<file path="config.mk">
export PLATFORM = sky130hd
export DESIGN_NAME = shift_sequencer_flat
export DESIGN_NICKNAME = d
export VERILOG_FILES = /design/src/rtl/shift_sequencer_pkg.sv /design/src/rtl/shift_sequencer_if.sv /design/src/rtl/shift_sequencer_tick_gen.sv /design/src/rtl/shift_sequencer.sv /design/src/flat_wrapper.sv
export SDC_FILE = /design/constraint.sdc
export NUM_CORES = 1
export LEC_CHECK = 0
export ABC_AREA = 0
export BUFFER_PORTS_ARGS = -buffer_cell sky130_fd_sc_hd__buf_2
export CORE_MARGIN = 3
export CORE_UTILIZATION = 34
export CTS_BUF_LIST = sky130_fd_sc_hd__clkbuf_8
export DETAILED_ROUTE_END_ITERATION = 7
export MAX_ROUTING_LAYER = met4
export SYNTH_ARGS = -nofsm -noshare
export SYNTH_HDL_FRONTEND = slang
export SYNTH_SLANG_ARGS = --single-unit
</file>
<file path="constraint.sdc">
create_clock -name clk -period 3.6 [get_ports clk]
set_input_delay 0.18 -clock clk [delete_from_list [all_inputs] [get_ports clk]]
set_output_delay 0.18 -clock clk [all_outputs]
set_load 0.05 [all_outputs]
</file>
<file path="src/rtl/shift_sequencer_pkg.sv">
// ---------------------------------------------------------------------------
// shift_seq_pkg
// Shared types and helpers for the shift-amount sequencer.
//   state_t    : sequencer FSM states (IDLE, STEP, DWELL, DONE)
//   MODE_JUMP  : command mode, go straight to target
//   MODE_RAMP  : command mode, walk one step per tick toward target
//   div_f      : prescaler divide ratio CLK_INNER/FREQ_SHIFT (0 when invalid)
// ---------------------------------------------------------------------------
package shift_seq_pkg;

    typedef enum logic [1:0] {
        IDLE  = 2'd0,
        STEP  = 2'd1,
        DWELL = 2'd2,
        DONE  = 2'd3
    } state_t;

    localparam logic MODE_JUMP = 1'b0;
    localparam logic MODE_RAMP = 1'b1;

    // Divide ratio; a non-positive rate yields 0 so the caller's range check fires.
    function automatic int div_f(input int clk_inner, input int freq_shift);
        if (freq_shift <= 0) begin
            return 0;
        end else begin
            return clk_inner / freq_shift;
        end
    endfunction

endpackage

</file>
<file path="src/rtl/shift_sequencer_if.sv">
// ---------------------------------------------------------------------------
// shift_sequencer_if
// Command handshake bundle for the shift sequencer.
//   cmd_valid  : requester offers a command
//   cmd_ready  : sequencer can accept (IDLE)
//   cmd_target : requested final shift amount
//   cmd_mode   : 0 = JUMP, 1 = RAMP
//   cmd_dwell  : ticks to hold at target before completion
// Modports: master (requester side), slave (sequencer side).
// ---------------------------------------------------------------------------
interface shift_sequencer_if #(
    parameter int AMT_W   = 3,
    parameter int DWELL_W = 8
);
    logic               cmd_valid;
    logic               cmd_ready;
    logic [AMT_W-1:0]   cmd_target;
    logic               cmd_mode;
    logic [DWELL_W-1:0] cmd_dwell;

    modport master (
        output cmd_valid, cmd_target, cmd_mode, cmd_dwell,
        input  cmd_ready
    );

    modport slave (
        input  cmd_valid, cmd_target, cmd_mode, cmd_dwell,
        output cmd_ready
    );
endinterface

</file>
<file path="src/rtl/shift_sequencer_tick_gen.sv">
// ---------------------------------------------------------------------------
// tick_gen
// Prescaler: counts 0..DIV-1 and raises tick while the count is DIV-1, then
// wraps. clr restarts the count so the next tick lands DIV cycles later.
//   clk  : clock, rising edge
//   rst  : synchronous active-high reset
//   clr  : synchronous count restart
//   tick : one-cycle step strobe
// ---------------------------------------------------------------------------
module tick_gen #(
    parameter int DIV = 4
) (
    input  logic clk,
    input  logic rst,
    input  logic clr,
    output logic tick
);
    localparam int CW = (DIV > 1) ? $clog2(DIV) : 1;
    localparam logic [CW-1:0] LAST = CW'(DIV - 1);

    logic [CW-1:0] cnt_r;

    assign tick = (cnt_r == LAST);

    // Prescale counter with restart on command accept.
    always_ff @(posedge clk) begin
        if (rst) begin
            cnt_r <= {CW{1'b0}};
        end else if (clr || tick) begin
            cnt_r <= {CW{1'b0}};
        end else begin
            cnt_r <= cnt_r + CW'(1);
        end
    end
endmodule

</file>
<file path="src/rtl/shift_sequencer.sv">
// ---------------------------------------------------------------------------
// shift_sequencer
// Commandable sequencer for the shifter / barrel-shifter shift amount.
// Commands (target, JUMP/RAMP mode, dwell) arrive on a valid/ready bundle;
// ramps move one step per prescaled tick, then the target is held for
// `dwell` ticks before a one-cycle done pulse.
//   clk       : clock, rising edge
//   rst       : synchronous active-high reset
//   cmd       : command handshake (shift_sequencer_if.slave)
//   shift_amt : registered shift amount to the datapath
//   shift_dir : registered, 1 = ramping up, 0 = ramping down / static
//   busy      : registered, high outside IDLE
//   done      : registered one-cycle completion pulse
// Build option: SHIFT_SEQ_AUTO_EN enables the legacy free-running
// increment of shift_amt while idle.
// ---------------------------------------------------------------------------
module shift_sequencer
    import shift_seq_pkg::*;
#(
    parameter int CLK_INNER  = 50_000_000,
    parameter int FREQ_SHIFT = 1_000,
    parameter int AMT_W      = 3,
    parameter int DWELL_W    = 8
) (
    input  logic               clk,
    input  logic               rst,
    shift_sequencer_if.slave   cmd,
    output logic [AMT_W-1:0]   shift_amt,
    output logic               shift_dir,
    output logic               busy,
    output logic               done
);
    localparam int DIV = div_f(CLK_INNER, FREQ_SHIFT);

    if (DIV < 1) begin : g_div_check
        $error("shift_sequencer: CLK_INNER/FREQ_SHIFT must be at least 1");
    end

    state_t             state_r;
    logic [AMT_W-1:0]   shift_amt_r;
    logic               shift_dir_r;
    logic               busy_r;
    logic               done_r;
    logic               cmd_ready_r;
    logic [AMT_W-1:0]   target_r;
    logic [DWELL_W-1:0] dwell_r;
    logic [DWELL_W-1:0] dwell_cnt_r;

    logic               tick_s;
    logic               accept_s;
    logic [AMT_W-1:0]   step_nxt_s;
    logic [DWELL_W-1:0] dwell_nxt_s;

    assign accept_s      = cmd.cmd_valid & cmd_ready_r;
    assign cmd.cmd_ready = cmd_ready_r;
    assign shift_amt     = shift_amt_r;
    assign shift_dir     = shift_dir_r;
    assign busy          = busy_r;
    assign done          = done_r;

    tick_gen #(.DIV(DIV)) u_tick_gen (
        .clk  (clk),
        .rst  (rst),
        .clr  (accept_s),
        .tick (tick_s)
    );

    // Next ramp position and dwell count including the current tick.
    always_comb begin
        step_nxt_s  = shift_amt_r;
        dwell_nxt_s = dwell_cnt_r + DWELL_W'(tick_s);
        if (shift_dir_r) begin
            step_nxt_s = shift_amt_r + AMT_W'(1);
        end else begin
            step_nxt_s = shift_amt_r - AMT_W'(1);
        end
    end

    // Sequencer FSM with registered datapath and status outputs.
    always_ff @(posedge clk) begin
        if (rst) begin
            state_r     <= IDLE;
            shift_amt_r <= {AMT_W{1'b0}};
            shift_dir_r <= 1'b0;
            busy_r      <= 1'b0;
            done_r      <= 1'b0;
            cmd_ready_r <= 1'b1;
            target_r    <= {AMT_W{1'b0}};
            dwell_r     <= {DWELL_W{1'b0}};
            dwell_cnt_r <= {DWELL_W{1'b0}};
        end else begin
            done_r <= 1'b0;
            case (state_r)
                IDLE: begin
                    if (accept_s) begin
                        target_r    <= cmd.cmd_target;
                        dwell_r     <= cmd.cmd_dwell;
                        dwell_cnt_r <= {DWELL_W{1'b0}};
                        busy_r      <= 1'b1;
                        cmd_ready_r <= 1'b0;
                        if ((cmd.cmd_mode == MODE_JUMP) || (cmd.cmd_target == shift_amt_r)) begin
                            shift_amt_r <= cmd.cmd_target;
                            shift_dir_r <= 1'b0;
                            state_r     <= DWELL;
                        end else begin
                            shift_dir_r <= (cmd.cmd_target > shift_amt_r);
                            state_r     <= STEP;
                        end
                    end else begin
`ifdef SHIFT_SEQ_AUTO_EN
                        // Legacy free-run: wraps modulo 2^AMT_W by design.
                        if (tick_s) begin
                            shift_amt_r <= shift_amt_r + AMT_W'(1);
                            shift_dir_r <= 1'b1;
                        end else begin
                            shift_amt_r <= shift_amt_r;
                        end
`else
                        shift_amt_r <= shift_amt_r;
`endif
                    end
                end
                STEP: begin
                    // Direction always points at target, so the ramp cannot wrap.
                    if (tick_s) begin
                        shift_amt_r <= step_nxt_s;
                        if (step_nxt_s == target_r) begin
                            shift_dir_r <= 1'b0;
                            dwell_cnt_r <= {DWELL_W{1'b0}};
                            state_r     <= DWELL;
                        end else begin
                            state_r     <= STEP;
                        end
                    end else begin
                        state_r <= STEP;
                    end
                end
                DWELL: begin
                    // Compare the post-tick count so the final tick edge completes.
                    dwell_cnt_r <= dwell_nxt_s;
                    if (dwell_nxt_s == dwell_r) begin
                        done_r  <= 1'b1;
                        state_r <= DONE;
                    end else begin
                        state_r <= DWELL;
                    end
                end
                DONE: begin
                    busy_r      <= 1'b0;
                    cmd_ready_r <= 1'b1;
                    state_r     <= IDLE;
                end
                default: begin
                    busy_r      <= 1'b0;
                    cmd_ready_r <= 1'b1;
                    state_r     <= IDLE;
                end
            endcase
        end
    end
endmodule

</file>
<file path="src/flat_wrapper.sv">
// flat-port wrapper written by rule: the top's interface ports become plain ports
module shift_sequencer_flat import shift_seq_pkg::*;
#(
    parameter int CLK_INNER  = 50_000_000,
    parameter int FREQ_SHIFT = 1_000,
    parameter int AMT_W      = 3,
    parameter int DWELL_W    = 8
)
  (clk, rst, shift_amt, shift_dir, busy, done, cmd_cmd_valid, cmd_cmd_target, cmd_cmd_mode, cmd_cmd_dwell, cmd_cmd_ready);
  shift_sequencer_if #(.AMT_W(AMT_W), .DWELL_W(DWELL_W)) cmd_i ();
  input  logic clk;
  input  logic rst;
  output logic [AMT_W-1:0] shift_amt;
  output logic shift_dir;
  output logic busy;
  output logic done;
  input wire logic [$bits(cmd_i.cmd_valid)-1:0] cmd_cmd_valid;
  input wire logic [$bits(cmd_i.cmd_target)-1:0] cmd_cmd_target;
  input wire logic [$bits(cmd_i.cmd_mode)-1:0] cmd_cmd_mode;
  input wire logic [$bits(cmd_i.cmd_dwell)-1:0] cmd_cmd_dwell;
  output wire logic [$bits(cmd_i.cmd_ready)-1:0] cmd_cmd_ready;
  assign cmd_i.cmd_valid = cmd_cmd_valid;
  assign cmd_i.cmd_target = cmd_cmd_target;
  assign cmd_i.cmd_mode = cmd_cmd_mode;
  assign cmd_i.cmd_dwell = cmd_cmd_dwell;
  assign cmd_cmd_ready = cmd_i.cmd_ready;
  shift_sequencer #(.CLK_INNER(CLK_INNER), .FREQ_SHIFT(FREQ_SHIFT), .AMT_W(AMT_W), .DWELL_W(DWELL_W)) u_core (.clk(clk), .rst(rst), .cmd(cmd_i), .shift_amt(shift_amt), .shift_dir(shift_dir), .busy(busy), .done(done));
endmodule
</file>
== Word-level counts from Yosys, hierarchy flattened ==
Index checks and enable logic that the tools add are counted.
Cells by class
  $add $sub $neg: 4
  magnitude comparators: 1
  equal/unequal tests: 11
  muxes and demuxes: 25
  bitwise gates (word level): 3
  reductions and logical operators: 13
Operators with widths (count)
  8-bit 2-to-1 mux: 3
  8-bit one-hot mux with 3 select lines: 1
  16-bit by 1-bit adder with 16-bit output (second input constant): 1
  16-bit equality test (second input constant): 1
  3-bit 2-to-1 mux: 4
  4-bit AND reduction: 3
  8-bit by 1-bit adder with 8-bit output: 1
  8-bit equality test: 1
  1-bit 2-to-1 mux: 8
  2-bit 2-to-1 mux: 4
  2-bit one-hot mux with 4 select lines: 1
  3-bit equality test: 2
  2-bit by 1-bit != test with 1-bit output (second input constant): 3
  1-bit one-hot mux with 2 select lines: 3
  3-bit one-hot mux with 2 select lines: 1
  2-bit equality test (second input constant): 2
  2-bit AND reduction: 2
  2-bit nonzero test: 2
  2-bit OR reduction: 2
  3-bit by 1-bit adder with 3-bit output (second input constant): 1
  3-bit greater-than comparator: 1
  3-bit nonzero test: 1
  3-bit by 1-bit subtractor with 3-bit output (second input constant): 1
  2-bit by 1-bit equality test with 1-bit output (second input constant): 1
  5 further kinds: 7
Word-level totals
  register bits: 44
  input bits: 15
  output and inout bits: 7
  logic and storage cells: 67

== Longest topological paths before layout ==
Gate-level depths: netlist of run 1.
  word-level depth: 6
  gate-level depth with buffers: 11
  gate-level depth less buffers: 10

== Cells and area by module ==
A second synthesis of run 1 with hierarchy kept.
Second synthesis, totals
  cell total of the unflattened synthesis: 293
  area, all modules: 2372.3 um2
By module, submodules not included
  shift_sequencer: times used 1, cells an instance 213, area an instance 1651.6 um2, seq. area each 560.5 um2
  tick_gen: times used 1, cells an instance 80, area an instance 720.7 um2, seq. area each 320.3 um2

== Least setup slack after synthesis of run 1 ==
Ideal clock, no wire load.
  kind: reg2reg
  start: register u_core.u_tick_gen.cnt_r[0]
  end: register u_core.state_r[0]
  library setup time: 87 ps
  arrival time: 2506 ps
  data required time: 3513 ps
  slack: 1007 ps
  cell stages (with the launch flop): 12
  path buffers: 1
  period minus slack after synthesis: 2593 ps
  cells stage by stage: dfxtp_1 -> ha_1 -> and3_1 -> and4_1 -> buf_6 -> ha_1 -> ha_1 -> and2_1 -> o21ai_0 -> a31oi_1 -> or4b_1 -> o31ai_1
On the way
  word-level cells in the longest chain between the ends: 5
  elaborated cells between the ends (all ways): 6
  those cells by class: add/sub (1); eq/ne (2); mux (3)
Ends and longest elaborated chain
  from (decl): RTL line shift_sequencer_tick_gen.sv:21  | logic [CW-1:0] cnt_r;
  from (signal assigned): RTL line shift_sequencer_tick_gen.sv:28  | cnt_r <= {CW{1'b0}};
  from (signal assigned): RTL line shift_sequencer_tick_gen.sv:30  | cnt_r <= {CW{1'b0}};
  from (signal assigned): RTL line shift_sequencer_tick_gen.sv:32  | cnt_r <= cnt_r + CW'(1);
  16-bit equality test *: RTL line shift_sequencer_tick_gen.sv:23  | assign tick = (cnt_r == LAST);
  8-bit by 1-bit adder with 8-bit output: RTL line shift_sequencer.sv:71  | dwell_nxt_s = dwell_cnt_r + DWELL_W'(tick_s);
  8-bit equality test: RTL line shift_sequencer.sv:141  | if (dwell_nxt_s == dwell_r) begin
  1-bit 2-to-1 mux: RTL line shift_sequencer.sv:141
  2-bit one-hot mux with 4 select lines *: RTL line shift_sequencer.sv:93  | case (state_r)
  to (signal assigned): RTL line shift_sequencer.sv:143  | state_r <= DONE;
  to (signal assigned): RTL line shift_sequencer.sv:145  | state_r <= DWELL;
  to (signal assigned): RTL line shift_sequencer.sv:151  | state_r <= IDLE;
  to (decl): RTL line shift_sequencer.sv:39  | state_t state_r;
Mark *: on every way between the ends. The rest lies on a longest branch, timed or not.
A chain may end at the register's enable or synchronous reset.

== Final worst setup path of run 1 ==
  start: register u_core.u_tick_gen.cnt_r[0]
  end: register u_core.done_r (netlist: u_core.done)
On the way
  word-level cells in the longest chain between the ends: 4
Ends and longest elaborated chain
  16-bit equality test: RTL line shift_sequencer_tick_gen.sv:23
  8-bit by 1-bit adder with 8-bit output: RTL line shift_sequencer.sv:71
  8-bit equality test: RTL line shift_sequencer.sv:141
  1-bit 2-to-1 mux: RTL line shift_sequencer.sv:141
  to (signal assigned): RTL line shift_sequencer.sv:86  | done_r <= 1'b0;
  to (signal assigned): RTL line shift_sequencer.sv:92  | done_r <= 1'b0;
  to (signal assigned): RTL line shift_sequencer.sv:142  | done_r <= 1'b1;
  to (decl): RTL line shift_sequencer.sv:43  | logic done_r;
Every way passes these cells.

==> run metrics, run 1 <==
maxcap violations 0; Crit. End Element flip-flop; CTS clk-pin slew, worst paths 80 ps; hpwl dp 3.71 mm; leakage power 0.927 nW; drt initial violations 125; IO Pins 22; post-synth design cell area 2370 um2; outcome completed; Worst EP arrival 3280 ps; Vias 2080; Die Span X 89.5 um; final slew viol count 0; H-tree levels 2; Layout area overhead 10.9%; CP Launch Type flip-flop; post-synthesis adder-cell area fraction 0.0454; Net Sw Frac 0.341; Routed wire per std cell 12.8 um; Least-Margin Pin Slew 565 ps; largest family of logic cells by synthesized area simple AND/OR/NAND/NOR gates; worst hold path stage count 3; Die H 89.5 um; switching power 440 uW; clk_lat worst skew 290 ps; Global Route Usage Sum 0.147; compound-gate portion of the synthesized area 0.174; FF+latch count, synth 44; most frequent cells in the layout dfxtp_1, nor2_1, nand2_1, a21oi_1, buf_2; area of the multi-input gates 1380 um2; commonest non-fill, non-tap cell in the layout dfxtp_1; initial antenna violation count 0; vias per cell 5.14; Pwr per Cell Area 491 nW/um2; slowest cell on the critical path a2111oi_0; final hold violation count 0; Setup Skew 6.48 ps; worst vdd ir 0.000206 V; setup TNS 0 ps; Rel. slew slack 0.623; share of layout cells above drive strength 1 0.106; WP buf/inv 0; syn nets 319; combinational share of power 0.271; internal power 851 uW; sequential share of power 0.446; number of synthesized flops with an enable pin 0; DR pass1 iterations 4; fmax 0.326 GHz; pin count of the biggest net entering global routing 30; clock sink total 44; post-cts repair resize count 0; Yosys warning count 0; Clock power frac 0.282; row count 29; mux contribution to synthesized area 0; post-layout util 0.400; GPL Wtd Cong 0.966; core area 6570 um2; Setup Viol. Count Final 0; total congestion overflow 0; worst setup margin 533 ps; hold_buf cts 0; DP Worst Slack 626 ps; number of remaining DRC errors 0; vias in the first global route 1972; final wirelength 5.17 mm; crit share post-route 0.852; crit-path max FO 10; top_reg_cell synth dfxtp_1; Ant. Diodes 0; unique cell type count in the Yosys netlist 47; Port Buffers 21; R2R cell count 10; Starting Density 0.361; register area share after synthesis 0.371; Nets 334; # fillers 670; syn avg cell area 8.01 um2; CP max stage delay 430 ps; CTS root buf clkbuf_8; ANT nets after route 0; asr flop ratio synth 0; RSZ-0062 raised after global routing no; post-layout min period 3070 ps; CTS tree yes; cell family with most CP delay simple AND/OR/NAND/NOR gates; register area 881 um2; worst path cell trace ha_1 -> and3_1 -> and4_1 -> ha_1 -> ha_1 -> nand3_1 -> a2111oi_2 -> nor2_1 -> a2111oi_0 -> nor3b_1; Die ar. 8020 um2; post-synthesis simple-gate area fraction 0.266; post-synthesis xor/xnor area fraction 0.0944; first-pass GRT wire length 9.10 mm; Crit Path Category flip-flop to flip-flop; total CTS buffers 5; Gate Count Post-Synth 296; Max clock buf depth 2; WP depth 10; Post-CTS Setup Bufs 0; cell mode on critical path ha_1; Hold Crit Class primary input to flip-flop; CP required 3810 ps
-- stage by stage --
step	std cells	total power, mW	hold WS [ps]	instance area (um2)
4_1_cts	405	1.30	110	2630
3_5_place_dp	397	0.934	427	2520
6_report	405	1.29	119	2630
5_1_grt	405	1.38	109	2630
2_1_floorplan	296	0.848	316	2370
3_3_place_gp	397	0.931	420	2520
-- state kept, by name, summed over array words and instances (netlist names), 2 cells and up --
signal	count
u_core.state_r	2
u_core.dwell_r	8
u_core.target_r	3
u_core.dwell_cnt_r	8
u_core.u_tick_gen.cnt_r	16
u_core.shift_amt	3
-- tightest hold or removal path: stages --
cell and delay [ps]:
buf_2 90, nand2_1 40, a21oi_1 50
-- cell usage after synthesis, types with 3 or more instances --
cell type	n	area (um2)
a211oi_1	4	30.0
or3_1	6	37.5
nor2b_1	3	18.8
nor3_1	6	30.0
inv_1	10	37.5
nand3_1	14	70.1
nand4_1	4	25.0
xor2_1	7	61.3
and3_1	3	18.8
o21bai_1	3	22.5
nor4_1	3	18.8
nand2b_1	5	31.3
o21ai_0	9	45.0
buf_6	3	33.8
a31oi_1	3	18.8
nor2_1	40	150
dfxtp_1	44	881
nand2_1	34	128
a21oi_1	31	155
xnor2_1	16	140
ha_1	7	87.6
clkbuf_1	8	30.0
-- worst paths after layout --
kind | from | end | slack [ps]
worst max-delay path | u_core.u_tick_gen.cnt_r[0] | u_core.done | 530
worst min-delay path | cmd_cmd_dwell[4] | u_core.dwell_r[4] | 120
worst max register to register | u_core.u_tick_gen.cnt_r[0] | u_core.done | 530
worst min register to register | u_core.u_tick_gen.cnt_r[0] | u_core.u_tick_gen.cnt_r[0] | 470
-- layout make-up --
| class | instances | area share |
|---|---|---|
| sequential | 44 | 0.335 |
| clock buffer | 5 | 0.0262 |
| clock inverter | 3 | 0.0147 |
| multi-input combinational | 228 | 0.523 |
| inverter | 10 | 0.0143 |
| tap | 93 | 0.0442 |
| timing repair buffer | 22 | 0.0428 |
-- per-layer routing --
layer  routed length [um]  global-route usage
met4                   82              0.0555
met2                 2160               0.206
met1                 2630               0.208
met3                  301              0.0258
met5                    0                   -
-- cells by family (layout without fill, tap and decap cells) --
family | after synthesis | count (layout)
and+or+nand+nor | 130 | 130
DFF | 44 | 44
adders and majority gates | 8 | 8
xor gates and xnor gates | 24 | 24
AOI/OAI and AO/OA | 66 | 66
buffers and inverters | 24 | 40
-- power by group through the flow --
stage | Clock, mW | Sequential (mW) | Combinational [mW]
CTS | 0.376 | 0.576 | 0.351
global route | 0.398 | 0.587 | 0.392
finish | 0.364 | 0.576 | 0.350
floorplan | 0 | 0.611 | 0.237
global placement | 0 | 0.586 | 0.345
detailed placement | 0 | 0.587 | 0.346
(Power assumes the default switching activity.)
==> run 2: changes to the inputs <==
--- a/config.mk
+++ b/config.mk
@@ -7,6 +7,7 @@
 export LEC_CHECK = 0
 export ABC_AREA = 0
 export BUFFER_PORTS_ARGS = -buffer_cell sky130_fd_sc_hd__buf_2
+export CORE_ASPECT_RATIO = 1.2
 export CORE_MARGIN = 3
 export CORE_UTILIZATION = 34
 export CTS_BUF_LIST = sky130_fd_sc_hd__clkbuf_8
==> run 2 against run 1 <==
Effect of this change:
- combinational power is 3% lower
- sequential cell count stayed put
- largest cell class unchanged
- sequential power hardly changed
- hold slack worse by 9.8 ps
- highest routed layer unchanged
- largest power group unchanged
- global-route usage is 0.83 points lower
- utilization is 0.65 points lower
- total power is 4.1% lower
- first-iteration DRC count is 40% lower
- critical endpoint unchanged
- cell count is 2.0% lower
- die area hardly changed
- via count is 1.8% lower
- routed wire length is 2.9% lower
==> run metrics, run 2 (synthesis gave the netlist of run 1 again) <==
outcome completed (unchanged); WP buf/inv 0 (unchanged); met2 usage 0.223 (was 0.206); Hold Slack 109 ps (was 119 ps); GRT busiest layer met2 (was met1); Starting Density 0.359 (was 0.361); setup TNS 0 ps (unchanged); Hold Crit Class primary input to flip-flop (unchanged); total CTS buffers 5 (unchanged); CP Launch Type flip-flop (unchanged); Die Span X 82.3 um (was 89.5 um); R2R Path Start u_core.u_tick_gen.cnt_r[0] (unchanged); core area 6610 um2 (was 6570 um2); Port Buffers 21 (unchanged); clk_lat worst skew 300 ps (was 290 ps); WP depth 10 (unchanged); first-pass GRT wire length 8.54 mm (was 9.10 mm); GPL Wtd Cong 0.877 (was 0.966); hold_buf cts 0 (unchanged); cell family with most CP delay simple AND/OR/NAND/NOR gates (unchanged); drt initial violations 75 (was 125); Global Route Usage Sum 0.138 (was 0.147); CTS tree yes (unchanged); Largest register FFs 16 (unchanged); Pwr per Cell Area 476 nW/um2 (was 491 nW/um2); Max clock buf depth 2 (unchanged); Setup Viol. Count Final 0 (unchanged); ANT nets after route 0 (unchanged); initial antenna violation count 0 (unchanged); Rel. slew slack 0.626 (was 0.623); Crit Path Category flip-flop to flip-flop (unchanged); vias per cell 5.15 (was 5.14); clock sink total 44 (unchanged); H-tree levels 2 (unchanged); RSZ-0062 raised after global routing no (unchanged); GR Util met1 0.169 (was 0.208); Die H 97.5 um (was 89.5 um); biggest registers after layout u_core.u_tick_gen.cnt_r (16), u_core.dwell_cnt_r (8), u_core.dwell_r (8) (unchanged); CTS clk-pin slew, worst paths 90 ps (was 80 ps); cell mode on critical path ha_1 (unchanged); CTS root buf clkbuf_8 (unchanged); post-cts repair resize count 0 (unchanged); Layout area overhead 9.70% (was 10.9%); Crit. End Element flip-flop (unchanged); placed cell count 389 (was 397); crit share post-route 0.827 (was 0.852); DR pass1 iterations 6 (was 4); worst min-delay path startpoint cmd_cmd_dwell[7] (was cmd_cmd_dwell[4]); vias in the first global route 1836 (was 1972); Global Route met3 Usage 0.0278 (was 0.0258); CP required 3820 ps (was 3810 ps); R2R cell count 10 (unchanged); Die ar. 8020 um2 (about the same); final hold violation count 0 (unchanged); Vias 2043 (was 2080); leakage power 0.912 nW (was 0.927 nW); Post-CTS Setup Bufs 0 (unchanged); hpwl dp 3.68 mm (was 3.71 mm); Worst EP arrival 3190 ps (was 3280 ps); worst r2r dst u_core.done (unchanged); crit-path max FO 10 (unchanged); number of remaining DRC errors 0 (unchanged); row count 32 (was 29); worst hold path stage count 3 (unchanged); worst vdd ir 0.000270 V (was 0.000206 V); IO Pins 22 (unchanged); most frequent cells in the layout dfxtp_1, nor2_1, nand2_1, a21oi_1, buf_2 (unchanged); WHS Endpoint u_core.dwell_r[7] (was u_core.dwell_r[4]); DP Worst Slack 644 ps (was 626 ps); commonest non-fill, non-tap cell in the layout dfxtp_1 (unchanged); Routed wire per std cell 12.7 um (was 12.8 um); Power, Total 1.24 mW (was 1.29 mW); final wirelength 5.02 mm (was 5.17 mm); worst path cell trace ha_1 -> and3_1 -> and4_1 -> ha_1 -> ha_1 -> nand3_1 -> a2111oi_2 -> nor2_1 -> a2111oi_0 -> nor3b_1 (unchanged); maxcap violations 0 (unchanged); final slew viol count 0 (unchanged); total congestion overflow 0 (unchanged); fmax 0.336 GHz (was 0.326 GHz); slowest cell on the critical path and4_1 (was a2111oi_0); post-layout min period 2980 ps (was 3070 ps); worst setup margin 623 ps (was 533 ps); CP max stage delay 400 ps (was 430 ps); Setup Skew 8.38 ps (was 6.48 ps); Least-Margin Pin Slew 561 ps (was 565 ps); R2R Setup Slk 620 ps (was 530 ps); pin count of the biggest net entering global routing 30 (unchanged); # fillers 709 (was 670); Non-Filler Instances 397 (was 405); Nets 334 (unchanged); Ant. Diodes 0 (unchanged); Largest Register u_core.u_tick_gen.cnt_r (unchanged); share of layout cells above drive strength 1 0.109 (was 0.106)
## run 2: cell types whose count changed in the layout (fill, tap and decap cells not counted)
cell	change
bufinv_16	-1
clkinvlp_4	+1
inv_1	-1
inv_6	+1
## run 2: per-layer routing
metal,up-vias,routed length (um)
li1,1066,-
met1,946,2330
met2,27,2510
met3,4,134
met4,0,53
met5,-,0
## run 2: worst max-delay path by stage
stage,start,end,slack [ps]
final,u_core.u_tick_gen.cnt_r[0],u_core.done,620
after global routing,u_core.u_tick_gen.cnt_r[0],u_core.done,170
after CTS,u_core.u_tick_gen.cnt_r[0],u_core.state_r[0],600
after detailed placement,u_core.u_tick_gen.cnt_r[0],u_core.done,640
after global placement,u_core.u_tick_gen.cnt_r[0],u_core.done,710
after floorplan,u_core.u_tick_gen.cnt_r[0],u_core.state_r[0],1010
## run 2: power breakdown
group	internal, mW	switching (mW)	leakage [nW]
clock	0.138	0.185	0.0445
sequential	0.525	0.0492	0.357
combinational	0.122	0.219	0.510
## run 2: through the flow
step           cell area (um2)  utilization
2_1_floorplan             2370            -
3_3_place_gp              2510        0.380
3_5_place_dp              2510        0.380
4_1_cts                   2600        0.394
5_1_grt                   2600        0.394
6_report                  2600        0.394
## run 2: layout make-up
cell class                 count  area [um2]  area share
clock buffer                   5        68.8      0.0264
clock inverter                 3        21.3     0.00817
inverter                      10        37.5      0.0144
multi-input combinational    228        1380       0.528
sequential                    44         881       0.338
tap                           85         106      0.0409
timing repair buffer          22         113      0.0433
## run 2: worst register-to-register path, stage by stage (launching register included)
cell       delay (ps)
dfxtp_1           380
ha_1              220
and3_1            220
and4_1            400
ha_1              210
ha_1              230
nand3_1           230
a2111oi_2         330
nor2_1             80
a2111oi_0         380
nor3b_1           220
==> run 3: changes to the inputs <==
==> constraint.sdc (replaced) <==
create_clock -name clk -period 2.9 [get_ports clk]
set_input_delay 0.145 -clock clk [delete_from_list [all_inputs] [get_ports clk]]
set_output_delay 0.145 -clock clk [all_outputs]
set_load 0.05 [all_outputs]
==> run 3 against run 2 <==
Effect of this change:
- utilization grew 0.81 points
- die area is the same
- clock power grew 43%
- sequential cell count is the same
- global-route usage shrank 0.21 points
==> run metrics, run 3 (synthesis gave the netlist of run 1 again) <==
crit-path max FO 6 (was 10); Hold Crit Class primary input to flip-flop (unchanged); cell family with most CP delay simple AND/OR/NAND/NOR gates (unchanged); maxcap violations 0 (unchanged); Rel. slew slack 0.635 (was 0.626); number of remaining DRC errors 0 (unchanged); worst vdd ir 0.000330 V (was 0.000270 V); core area 6610 um2 (unchanged); most frequent cells in the layout dfxtp_1, nor2_1, nand2_1, a21oi_1, buf_2 (unchanged); Max clock buf depth 2 (unchanged); total CTS buffers 5 (unchanged); Die ar. 8020 um2 (unchanged); IO Pins 22 (unchanged); Least-Margin Pin Slew 544 ps (was 561 ps); drt initial violations 63 (was 75); final slew viol count 0 (unchanged); hpwl dp 3.68 mm (about the same); Die H 97.5 um (unchanged); CTS tree yes (unchanged); total congestion overflow 0 (unchanged); first-pass GRT wire length 8.54 mm (about the same); Worst EP arrival 2930 ps (was 3190 ps); CP required 3120 ps (was 3820 ps); post-layout util 0.402 (was 0.394); Largest register FFs 16 (unchanged); RSZ-0062 raised after global routing no (unchanged); share of layout cells above drive strength 1 0.127 (was 0.109); DR pass1 iterations 4 (was 6); worst path cell trace ha_1 -> and3_1 -> and4_1 -> ha_1 -> ha_2 -> and3_2 -> nand3_1 -> a31oi_1 -> or4b_1 -> o31ai_1 (was ha_1 -> and3_1 -> and4_1 -> ha_1 -> ha_1 -> nand3_1 -> a2111oi_2 -> nor2_1 -> a2111oi_0 -> nor3b_1); Setup Skew 8.92 ps (was 8.38 ps); Post-CTS Setup Bufs 0 (unchanged); Crit. End Element flip-flop (unchanged); Nets 336 (was 334); final hold violation count 0 (unchanged); setup TNS 0 ps (unchanged); Largest Register u_core.u_tick_gen.cnt_r (unchanged); Non-Filler Instances 399 (was 397); leakage power 0.934 nW (was 0.912 nW); GPL Wtd Cong 0.912 (was 0.877); Global Route Usage Sum 0.136 (was 0.138); post-layout min period 2710 ps (was 2980 ps); initial antenna violation count 0 (unchanged); clk_lat worst skew 300 ps (about the same); WP buf/inv 0 (unchanged); Die Span X 82.3 um (unchanged); Starting Density 0.359 (unchanged); placed cell count 391 (was 389); Vias 2081 (was 2043); Ant. Diodes 0 (unchanged); fmax 0.370 GHz (was 0.336 GHz); Layout area overhead 12.0% (was 9.70%); CTS clk-pin slew, worst paths 80 ps (was 90 ps); H-tree levels 2 (unchanged); Pwr per Cell Area 604 nW/um2 (was 476 nW/um2); ANT nets after route 0 (unchanged); final wirelength 5.04 mm (was 5.02 mm); Crit Path Category flip-flop to flip-flop (unchanged); Power, Total 1.61 mW (was 1.24 mW); slowest cell on the critical path or4b_1 (was and4_1); CTS root buf clkbuf_8 (unchanged); Setup Viol. Count Final 0 (unchanged); CP Launch Type flip-flop (unchanged); vias in the first global route 1868 (was 1836); crit share post-route 0.933 (was 0.827); biggest registers after layout u_core.u_tick_gen.cnt_r (16), u_core.dwell_cnt_r (8), u_core.dwell_r (8) (unchanged); CP max stage delay 460 ps (was 400 ps); Port Buffers 21 (unchanged); vias per cell 5.22 (was 5.15); Routed wire per std cell 12.6 um (was 12.7 um); pin count of the biggest net entering global routing 30 (unchanged); commonest non-fill, non-tap cell in the layout dfxtp_1 (unchanged); row count 32 (unchanged); clock sink total 44 (unchanged); cell mode on critical path ha_1 (unchanged); outcome completed (unchanged)
run 3: metal layers:
layer | GRT usage | vias up | routed length, um
met5 | - | - | 0
met4 | 0.0639 | 0 | 134
met3 | 0.0334 | 10 | 162
met2 | 0.210 | 36 | 2460
met1 | 0.164 | 962 | 2280
li1 | - | 1073 | -
run 3: metrics by stage:
stage	hold WS [ps]	setup slack, ps	instance area, um2
6_report	72.4	194	2660
5_1_grt	72.4	9.20	2660
4_1_cts	67.0	133	2640
3_5_place_dp	391	157	2530
3_3_place_gp	385	185	2530
2_1_floorplan	281	307	2370
run 3: layout make-up:
cell class	count	area, um2
clock buffer	5	68.8
multi-input combinational	228	1400
tap	85	106
clock inverter	3	38.8
timing repair buffer	24	128
fill	694	3950
inverter	10	37.5
sequential	44	881
run 3: power breakdown:
group	switching (mW)	internal, mW	total, mW	leakage (nW)
Combinational	0.273	0.156	0.429	0.517
Sequential	0.0616	0.652	0.714	0.357
Clock	0.210	0.252	0.462	0.0593
run 3: tightest hold or removal path, cell delays in order:
cell	delay (ps)
buf_2	90
nand2_1	40
a21oi_1	50
run 3: worst paths after layout:
path | slack, ps | from | endpoint | cells after the start
max | 190 | u_core.u_tick_gen.cnt_r[0] | u_core.state_r[0] | 10
min reg2reg | 470 | u_core.u_tick_gen.cnt_r[0] | u_core.u_tick_gen.cnt_r[0] | 1
min | 70 | cmd_cmd_dwell[0] | u_core.dwell_r[0] | 3
max reg2reg | 190 | u_core.u_tick_gen.cnt_r[0] | u_core.state_r[0] | 10
run 3: timing repair:
action	4_1_cts	5_1_grt
hold buffers	0	0
endpoints found under the setup margin	0	2
endpoints found under the hold margin	0	0
gates resized for setup	0	6
